$ cat config.mk
export PLATFORM = sky130hd
export DESIGN_NAME = vga_frame_reader
export DESIGN_NICKNAME = d
export VERILOG_FILES = /design/src/rtl/vga_frame_reader.sv
export SDC_FILE = /design/constraint.sdc
export NUM_CORES = 1
export LEC_CHECK = 0
export ABC_CLOCK_PERIOD_IN_PS = 4350
export BUFFER_PORTS_ARGS = -buffer_cell sky130_fd_sc_hd__buf_2
export CAP_MARGIN = 20
export CORE_ASPECT_RATIO = 1.5
export CORE_MARGIN = 8
export CORE_UTILIZATION = 40
export DETAILED_ROUTE_END_ITERATION = 10
export PLACE_DENSITY_LB_ADDON = 0.3
export SYNTH_ARGS = -nofsm -noshare
export SYNTH_HDL_FRONTEND = slang
export SYNTH_SLANG_ARGS = --single-unit
$ cat constraint.sdc
create_clock -name CLK -period 4.35 [get_ports CLK]
set_clock_uncertainty 0.1 [all_clocks]
set_input_delay 0.87 -clock CLK [delete_from_list [all_inputs] [get_ports CLK]]
set_output_delay 0.87 -clock CLK [all_outputs]
set_load 0.02 [all_outputs]
$ cat src/rtl/vga_frame_reader.sv
// vga_frame_reader: read side of the camera->SDRAM frame path.
// Generates SVGA timing (800x600@60 by default) on the pixel clock, strobes one
// pixel pair per active pixel out of the two SDRAM read FIFOs, unpacks the split
// 30-bit RGB word onto the 8-bit DAC pins and pulses FRAME_START once per frame
// so the FIFO read pointers can be reloaded during vertical blanking.
//
// Ports:
//   CLK          pixel clock, also the FIFO read clock
//   RESET_N      asynchronous active-low reset
//   RD_DATA1     FIFO 1 word {1'b0, G[9:5], B[9:0]}
//   RD_DATA2     FIFO 2 word {1'b0, G[4:0], R[9:0]}
//   READ         shared FIFO read strobe
//   FRAME_START  one-cycle pulse at the start of vertical sync
//   H_POS/V_POS  coordinate of the pixel currently on the pins
//   VGA_R/G/B    colour outputs
//   VGA_HS/VS    sync outputs, active level SYNC_POL
//   VGA_BLANK_N  low outside the active region
//   VGA_SYNC_N   tied low (no sync-on-green)
//
// Optional feature: define CROSSHAIR_EN to overlay a green aiming crosshair on
// the centre column and centre row of the active region.
module vga_frame_reader #(
    parameter int unsigned H_ACTIVE = 800,
    parameter int unsigned H_FRONT  = 40,
    parameter int unsigned H_SYNC   = 128,
    parameter int unsigned H_BACK   = 88,
    parameter int unsigned V_ACTIVE = 600,
    parameter int unsigned V_FRONT  = 1,
    parameter int unsigned V_SYNC   = 4,
    parameter int unsigned V_BACK   = 23,
    parameter bit          SYNC_POL = 1'b1
) (
    input  logic        CLK,
    input  logic        RESET_N,
    input  logic [15:0] RD_DATA1,
    input  logic [15:0] RD_DATA2,
    output logic        READ,
    output logic        FRAME_START,
    output logic [10:0] H_POS,
    output logic [9:0]  V_POS,
    output logic [7:0]  VGA_R,
    output logic [7:0]  VGA_G,
    output logic [7:0]  VGA_B,
    output logic        VGA_HS,
    output logic        VGA_VS,
    output logic        VGA_BLANK_N,
    output logic        VGA_SYNC_N
);

    localparam int unsigned HW      = 11;
    localparam int unsigned VW      = 10;
    localparam int unsigned H_TOTAL = H_ACTIVE + H_FRONT + H_SYNC + H_BACK;
    localparam int unsigned V_TOTAL = V_ACTIVE + V_FRONT + V_SYNC + V_BACK;

    logic [HW-1:0] h_cnt;
    logic [VW-1:0] v_cnt;
    logic [HW-1:0] s1_h;
    logic [VW-1:0] s1_v;
    logic          s1_hs;
    logic          s1_vs;

    logic          active_c;
    logic          hs_c;
    logic          vs_c;
    logic          frame_c;
    logic [9:0]    r10_c;
    logic [9:0]    g10_c;
    logic [9:0]    b10_c;
    logic [7:0]    pix_r_c;
    logic [7:0]    pix_g_c;
    logic [7:0]    pix_b_c;
    logic          unused_bits;

    // Raster counters: h wraps every line, v advances (and wraps) on the h wrap.
    always_ff @(posedge CLK or negedge RESET_N) begin
        if (!RESET_N) begin
            h_cnt <= '0;
            v_cnt <= '0;
        end else if (h_cnt == HW'(H_TOTAL - 1)) begin
            h_cnt <= '0;
            v_cnt <= (v_cnt == VW'(V_TOTAL - 1)) ? '0 : v_cnt + VW'(1);
        end else begin
            h_cnt <= h_cnt + HW'(1);
        end
    end

    // Region decode on the raw counter values.
    always_comb begin
        active_c = (h_cnt < HW'(H_ACTIVE)) && (v_cnt < VW'(V_ACTIVE));
        hs_c     = (h_cnt >= HW'(H_ACTIVE + H_FRONT)) &&
                   (h_cnt <  HW'(H_ACTIVE + H_FRONT + H_SYNC));
        vs_c     = (v_cnt >= VW'(V_ACTIVE + V_FRONT)) &&
                   (v_cnt <  VW'(V_ACTIVE + V_FRONT + V_SYNC));
        frame_c  = (v_cnt == VW'(V_ACTIVE + V_FRONT)) && (h_cnt == '0);
    end

    // Stage 1: READ marks the active cycles; FIFO data arrives for the next edge.
    always_ff @(posedge CLK or negedge RESET_N) begin
        if (!RESET_N) begin
            s1_h        <= '0;
            s1_v        <= '0;
            s1_hs       <= 1'b0;
            s1_vs       <= 1'b0;
            READ        <= 1'b0;
            FRAME_START <= 1'b0;
        end else begin
            s1_h        <= h_cnt;
            s1_v        <= v_cnt;
            s1_hs       <= hs_c;
            s1_vs       <= vs_c;
            READ        <= active_c;
            FRAME_START <= frame_c;
        end
    end

    // Unpack the split 30-bit word; the low two bits of each colour are dropped.
    always_comb begin
        r10_c = RD_DATA2[9:0];
        g10_c = {RD_DATA1[14:10], RD_DATA2[14:10]};
        b10_c = RD_DATA1[9:0];
    end

    assign unused_bits = ^{RD_DATA1[15], RD_DATA2[15], r10_c[1:0], g10_c[1:0], b10_c[1:0]};

    // Pixel select: black in blanking, FIFO colour (or overlay) when active.
    always_comb begin
        pix_r_c = '0;
        pix_g_c = '0;
        pix_b_c = '0;
        if (READ) begin
            pix_r_c = r10_c[9:2];
            pix_g_c = g10_c[9:2];
            pix_b_c = b10_c[9:2];
        end
`ifdef CROSSHAIR_EN
        // Overlay replaces the FIFO word; the read still happens to keep the FIFO in step.
        if (READ && ((s1_h == HW'(H_ACTIVE / 2)) || (s1_v == VW'(V_ACTIVE / 2)))) begin
            pix_r_c = 8'h00;
            pix_g_c = 8'hFF;
            pix_b_c = 8'h00;
        end
`else
`endif
    end

    // Stage 2: every pin updates on the same edge.
    always_ff @(posedge CLK or negedge RESET_N) begin
        if (!RESET_N) begin
            H_POS       <= '0;
            V_POS       <= '0;
            VGA_R       <= '0;
            VGA_G       <= '0;
            VGA_B       <= '0;
            VGA_HS      <= ~SYNC_POL;
            VGA_VS      <= ~SYNC_POL;
            VGA_BLANK_N <= 1'b0;
        end else begin
            H_POS       <= s1_h;
            V_POS       <= s1_v;
            VGA_R       <= pix_r_c;
            VGA_G       <= pix_g_c;
            VGA_B       <= pix_b_c;
            VGA_HS      <= s1_hs ? SYNC_POL : ~SYNC_POL;
            VGA_VS      <= s1_vs ? SYNC_POL : ~SYNC_POL;
            VGA_BLANK_N <= READ;
        end
    end

    assign VGA_SYNC_N = 1'b0;

endmodule

==> results.md, run 1 <==
- Cell taking the most area after synthesis: dfrtp_1
- Hold depth: 0
- Root Driver: clkbuf_16
- Buffers & Inverters on Critical Path: 1
- Initial antenna violation count: 0
- DP Worst Slack: 2.26 ns
- R2r endpoint: v_cnt[8]$_DFFE_PN0N_
- Largest cells by area after synthesis: dfrtp_1 74%, and2_1 4.9%, xor2_1 2.5%
- Share of cells above drive strength 1: 30.6%
- Top achievable clock speed: 445 MHz
- R2r worst-path depth: 5
- First-pass GRT wire length: 9390 um
- Final layout net count: 341
- Setup ws final: 2.10 ns
- Reg-to-Reg Start: h_cnt[0]$_DFF_PN0_
- TritonCTS clock tree: yes
- Final Hold Fails: 0
- Top-area cell type share of the netlist area: 74.0%
- Most common cell in the synthesized netlist: dfrtp_1
- Largest net degree at the start of global routing: 71
- FFs w/ async S/R, synth: 100%
- Post-synth top cells: 94 x dfrtp_1, 25 x and2_1, 10 x nand3_1
- Clock sinks: 94
- Wirelength per Cell: 13.8 um
- Slowest stage delay, CP: 0.68 ns
- DPL Wire Length: 4050 um
- Vias in the first global route: 1975
- Initial Utilization: 40.5%
- PD cells: 442 nW/um^2
- Chip Height: 125 um
- EDFF count, synth: 0
- Clock slew at reported path FFs: 0.06 ns
- TritonCTS buffer count: 9
- Die W: 88.8 um
- Required time of the critical path: 3.38 ns
- FF+latch count, synth: 94
- Worst Hold Endpoint: V_POS[9]$_DFF_PN0_
- DIE AREA: 11100 um^2
- Hold-fix buffers, CTS: 0
- Post-CTS sizing: 0
- Worst-Margin Slew: 0.834 ns
- Crit end category: primary output
- LEAKAGE: 1.98 nW
- RSZ-0062 raised after global routing: no
- Syn nets: 263
- Num rows: 40
- Slew headroom: 44.4%
- Setup TNS: 0 ns
- Mapped Cells: 224
- Synth Area per Inst: 14.2 um^2
- Synthesis Warnings: 0
- CP cell instances: buf_2
- Buffers on Ports: 75
- Clk_lat worst skew: 0.33 ns
- Critical Path Start Type: flop
- Main synth FF type: dfrtp_1
- Buffer count from post-CTS setup fixing: 0
- CP Max Fanout: 26
- Setup Viol. Count Final: 0
- R2r setup slk: 2.28 ns
- Vias/cell: 4.63
- Residual DRC count: 0
- Max Buffers Root-to-Sink: 2
- GPL Wtd Cong: 0.770
- Area Overhead vs Synth: 25.1%
- Core Box Area: 7860 um^2
- Slew Viols, Final: 0
- Max cap viols: 0
- # diodes: 0
- Min Tclk post-route: 2.25 ns
- Worst EP arrival: 1.28 ns
- Synth unique cells: 36
- Worst min path class: flop to flop
- All-Layer GR Usage: 11.0%
- I/O pin cnt: 85
- Post-Syn Area: 3180 um^2
- Via count: 1909
- Period utilization: 51.7%
- Number of H-tree levels: 3
- Sequential share of the synthesized area: 74.0%
- Status: complete, no violations
- GR Overflow Total: 0
- Core Util, Final: 50.6%
- Worst path slowest cell: dfrtp_1
- CP delay by family, top: flip-flops
- Starting DRT DRC Count: 64
- CP Class: flop to primary output
- Start point of the worst hold path: s1_v[9]$_DFF_PN0_
- First-pass iteration count of the detailed router: 4
- Post-route ant nets: 0
- Total power: 0.00176 W
- Overall routed net length: 5680 um
- Max IR drop VDD: 0.000194 V
## worst max-delay path by stage
stage                        from              endpoint  slack [ns]  depth (start not counted)
3_5_place_dp   h_cnt[0]$_DFF_PN0_  v_cnt[7]$_DFFE_PN0N_        2.26                          6
2_1_floorplan  h_cnt[0]$_DFF_PN0_  v_cnt[8]$_DFFE_PN0N_        2.48                          6
5_1_grt            READ$_DFF_PN0_                  READ        1.95                          1
3_3_place_gp   h_cnt[0]$_DFF_PN0_  v_cnt[7]$_DFFE_PN0N_        2.28                          6
6_report           READ$_DFF_PN0_                  READ        2.10                          1
4_1_cts            READ$_DFF_PN0_                  READ        2.03                          1
## report_power, final
part / internal [W] / total [W] / switching [W] / leakage (nW)
registers: 0.000886 / 0.000888 / 0.00000241 / 1.20
clock network: 0.000519 / 0.000809 / 0.000290 / 0.150
logic: 0.0000219 / 0.0000620 / 0.0000402 / 0.633
total: 0.00143 / 0.00176 / 0.000333 / 1.98
## stage by stage
step                area (um^2)  instances  hold slack, ns
global placement           3660        396           0.232
detailed placement         3660        396           0.235
global route               3980        412           0.257
CTS                        3980        412           0.248
finish                     3980        412           0.246
floorplan                  3180        224           0.231
## cells by family (layout without fill, tap and decap cells)
family | count (synthesis) | count (layout) | share of synthesized area, %
simple gates | 78 | 78 | 15.1
mux | 1 | 1 | 0.315
buf+inv | 16 | 99 | 2.09
other cells | 1 | 1 | 0.118
xor+xnor | 12 | 12 | 3.30
flops | 94 | 94 | 74.0
fa+ha+maj | 5 | 5 | 1.97
compound gates | 17 | 17 | 3.15
## state kept, by name, indices dropped and copies added, names as in the netlist
register and cells:
VGA_B 8, VGA_VS 1, VGA_R 8, H_POS 11, s1_v 10, s1_vs 1, V_POS 10, READ 1
VGA_G 8, h_cnt 11, v_cnt 10, VGA_BLANK_N 1, s1_hs 1, FRAME_START 1, s1_h 11, VGA_HS 1
## layout by cell type (no fill, tap or decap), types with 2 or more instances in the layout
| cell | count |
|---|---|
| xnor2_1 | 3 |
| dfrtp_1 | 94 |
| nand2_1 | 8 |
| clkbuf_16 | 9 |
| buf_4 | 3 |
| nand2b_1 | 2 |
| a21oi_1 | 3 |
| xor2_1 | 9 |
| bufinv_16 | 2 |
| nor2_1 | 9 |
| nor3_1 | 4 |
| a31oi_1 | 3 |
| ha_1 | 5 |
| a211oi_1 | 2 |
| nor4_1 | 2 |
| nand3_1 | 10 |
| clkbuf_1 | 3 |
| nand4_1 | 6 |
| buf_2 | 74 |
| and2_1 | 25 |
| inv_1 | 6 |
| o21ai_0 | 7 |
## per-layer routing
metal  routed length, um  track usage, %  up-vias
met1                2020            11.2      936
met3                 545            3.74       14
li1                    -               -      903
met4                 150            7.11        0
met2                2960            18.5       56
met5                   0               0        -
## layout make-up
cell class,instances,area (um^2)
Clock buffer,13,250
Clock inverter,3,67.6
Sequential cell,94,2350
Inverter,6,22.5
Multi-Input combinational cell,114,762
Timing Repair Buffer,77,393
Fill cell,723,3880
Tap cell,105,131
(Power assumes the default switching activity.)
==> inputs of run 2 (changes only) <==
--- a/config.mk
+++ b/config.mk
@@ -5,7 +5,8 @@
 export SDC_FILE = /design/constraint.sdc
 export NUM_CORES = 1
 export LEC_CHECK = 0
-export ABC_CLOCK_PERIOD_IN_PS = 4350
+export ABC_AREA = 1
+export ABC_CLOCK_PERIOD_IN_PS = 1970
 export BUFFER_PORTS_ARGS = -buffer_cell sky130_fd_sc_hd__buf_2
 export CAP_MARGIN = 20
 export CORE_ASPECT_RATIO = 1.5
==> constraint.sdc (replaced) <==
create_clock -name CLK -period 1.97 [get_ports CLK]
set_clock_uncertainty 0.1 [all_clocks]
set_input_delay 0.394 -clock CLK [delete_from_list [all_inputs] [get_ports CLK]]
set_output_delay 0.394 -clock CLK [all_outputs]
set_load 0.02 [all_outputs]
==> run 2 against run 1 <==
Compared with the run above: register-to-register slack worse by 2.0 ns; flip-flop and latch count unchanged; combinational power up 140%; wire length up 4.4%; non-clock buffer count up 3; setup slack worse by 1.8 ns; first-iteration DRC count up 28%; die area up 3.4%; hold slack worse by 0.094 ns; area after synthesis up 4.0%.
==> results.md, run 2 <==
- Status: complete, no violations
- Buffer count from post-CTS setup fixing: 0
- DPL Wire Length: 4260 um
- Top sig layer: met4
- Clock Power Share: 47.3%
- R2r worst-path depth: 9
- Min Tclk post-route: 1.67 ns
- Via count: 2175
- Post-route ant nets: 0
- I/O pin cnt: 85
- Most frequent cell on the critical path: nand3_2
- Syn nets: 337
- Required time of the critical path: 2.09 ns
- Cell taking the most area after synthesis: dfrtp_1
- Critical Path Start Type: flop
- TritonCTS clock tree: yes
- Logic gate share of total power: 3.7%
- Met2 Routed Length: 2970 um
- DP Worst Slack: 0.304 ns
- EDFF count, synth: 0
- Die W: 90.2 um
- CP cell instances: ha_1, nand3_2, inv_2, nand2_2, nor2_4, buf_4, nand3_2, nand2_1, nor2_1
- Residual DRC count: 0
- Root Driver: clkbuf_16
- Core Box Area: 8010 um^2
- Final Hold Fails: 0
- Overall routed net length: 5930 um
- Largest net degree at the start of global routing: 43
- Synthesis Warnings: 0
- GR Overflow Total: 0
- Largest cells by area after synthesis: dfrtp_1 71%, nand2_1 6.8%, inv_1 5.8%
- # diodes: 0
- Internal power: 0.00324 W
- Sequential share of the synthesized area: 71.1%
- Reg-to-Reg Start: h_cnt[0]$_DFF_PN0_
- Slew Viols, Final: 0
- Worst path slowest cell: dfrtp_1
- FF+latch count, synth: 94
- R2r endpoint: v_cnt[5]$_DFFE_PN0N_
- Worst min path class: primary input to flop
- Wirelength per Cell: 12.0 um
- Max cap viols: 0
- TritonCTS buffer count: 9
- Vias in the first global route: 2275
- Initial Utilization: 41.3%
- R2r setup slk: 0.30 ns
- PD cells: 958 nW/um^2
- Synth unique cells: 25
- Period utilization: 84.7%
- Num rows: 40
- First-pass iteration count of the detailed router: 4
- DIE AREA: 11500 um^2
- LEAKAGE: 2.28 nW
- Buffers on Ports: 75
- Worst Hold Endpoint: VGA_B[5]$_DFF_PN0_
- Max Buffers Root-to-Sink: 2
- Switching Share: 19.0%
- CP Max Fanout: 18
- Starting DRT DRC Count: 82
- Metal3 WL: 432 um
- Chip Height: 127 um
- Start point of the worst hold path: RD_DATA1[7]
- Worst EP arrival: 1.78 ns
- Max IR drop VDD: 0.000533 V
- Post-synth top cells: 94 x dfrtp_1, 60 x nand2_1, 51 x inv_1
- Mapped Cells: 298
- Post-Syn Area: 3310 um^2
- RSZ-0062 raised after global routing: no
- Most frequent cells in the layout: 94 x dfrtp_1, 74 x buf_2, 60 x nand2_1
- Clock slew at reported path FFs: 0.06 ns
- Clock sinks: 94
- Synth Area per Inst: 11.1 um^2
- Hold depth: 3
- Initial antenna violation count: 0
- Number of H-tree levels: 3
- Top-area cell type share of the netlist area: 71.1%
- Setup ws final: 0.301 ns
- Setup Viol. Count Final: 0
- Vias/cell: 4.40
- GPL Wtd Cong: 0.869
- Slowest stage delay, CP: 0.40 ns
- Clk_lat worst skew: 0.33 ns
- Setup TNS: 0 ns
- Main synth FF type: dfrtp_1
- Commonest non-fill, non-tap cell in the layout: dfrtp_1
- CP Class: flop to flop
- FFs w/ async S/R, synth: 100%
- Top achievable clock speed: 599 MHz
- Sw power: 0.000758 W
- First-pass GRT wire length: 10200 um
- Regs by FF count: H_POS x11, h_cnt x11, s1_h x11
- All-Layer GR Usage: 11.1%
- Seq pwr share: 49.0%
- Crit end category: flop
- Most common cell in the synthesized netlist: dfrtp_1
- Met1 Wirelength: 2370 um
- Area Overhead vs Synth: 26.2%
- Total power: 0.00400 W
- Final layout net count: 423
- # fillers: 723
- Share of cells above drive strength 1: 27.0%
run 2: cell types whose count changed after synthesis, sizes merged, moves of 3 or more:
cell / delta
nand2: +54
xnor2: -3
nand3: +8
a21oi: +5
and2: -25
xor2: -4
nor2: +20
inv: +47
clkbuf: -5
run 2: power groups by stage:
stage               combinational, W  clock, W  sequential (W)
global placement            0.000150         0         0.00200
CTS                         0.000154   0.00194         0.00196
global route                0.000168   0.00204         0.00196
detailed placement          0.000151         0         0.00200
finish                      0.000148   0.00189         0.00196
floorplan                  0.0000211         0         0.00203
run 2: final cells by class:
class	count	area (um^2)	share of cell area [%]
clock buffer	10	229	5.49
tap	105	131	3.15
inverter	53	199	4.77
timing repair buffer	80	430	10.3
multi-input combinational	146	722	17.3
clock inverter	6	110	2.64
sequential	94	2350	56.4
run 2: logic make-up after synthesis:
group,synth area share (%)
buffers and inverters,7.04
AOI/OAI and AO/OA,2.76
xor gates and xnor gates,1.32
adders and majority gates,1.89
other,0.113
and+or+nand+nor,15.7
DFF,71.1
run 2: timing repair:
action / in CTS / in global routing
hold buffers: 1 / 0
resized for setup: 0 / 0
hold endpoints to repair: 36 / 0
run 2: routing by layer:
metal,global-route usage (%),vias up
li1,-,1068
met5,0,-
met2,17.9,62
met1,11.5,1033
met3,4.81,12
met4,7.58,0
run 2: critical path, delay by kind of cell, from the launching register on:
family | cells | cell delay, ns
fa+ha+maj | 1 | 0.22
buf+inv | 2 | 0.32
flops | 1 | 0.40
simple gates | 6 | 0.51
run 2: worst max-delay path by stage:
stage / start / to
6_report: h_cnt[0]$_DFF_PN0_ / v_cnt[5]$_DFFE_PN0N_
3_3_place_gp: h_cnt[0]$_DFF_PN0_ / v_cnt[3]$_DFFE_PN0N_
5_1_grt: h_cnt[0]$_DFF_PN0_ / v_cnt[6]$_DFFE_PN0N_
3_5_place_dp: h_cnt[0]$_DFF_PN0_ / v_cnt[5]$_DFFE_PN0N_
4_1_cts: h_cnt[0]$_DFF_PN0_ / v_cnt[3]$_DFFE_PN0N_
2_1_floorplan: h_cnt[0]$_DFF_PN0_ / v_cnt[3]$_DFFE_PN0N_
run 2: stage by stage:
step,cells,util (%),hold slack [ns],instance area (um^2)
after floorplan,298,-,-0.00159,3310
after global placement,477,47.8,0.233,3820
after detailed placement,477,47.8,0.235,3820
after CTS,494,52.1,0.141,4170
after global routing,494,52.1,0.147,4170
final,494,52.1,0.152,4170
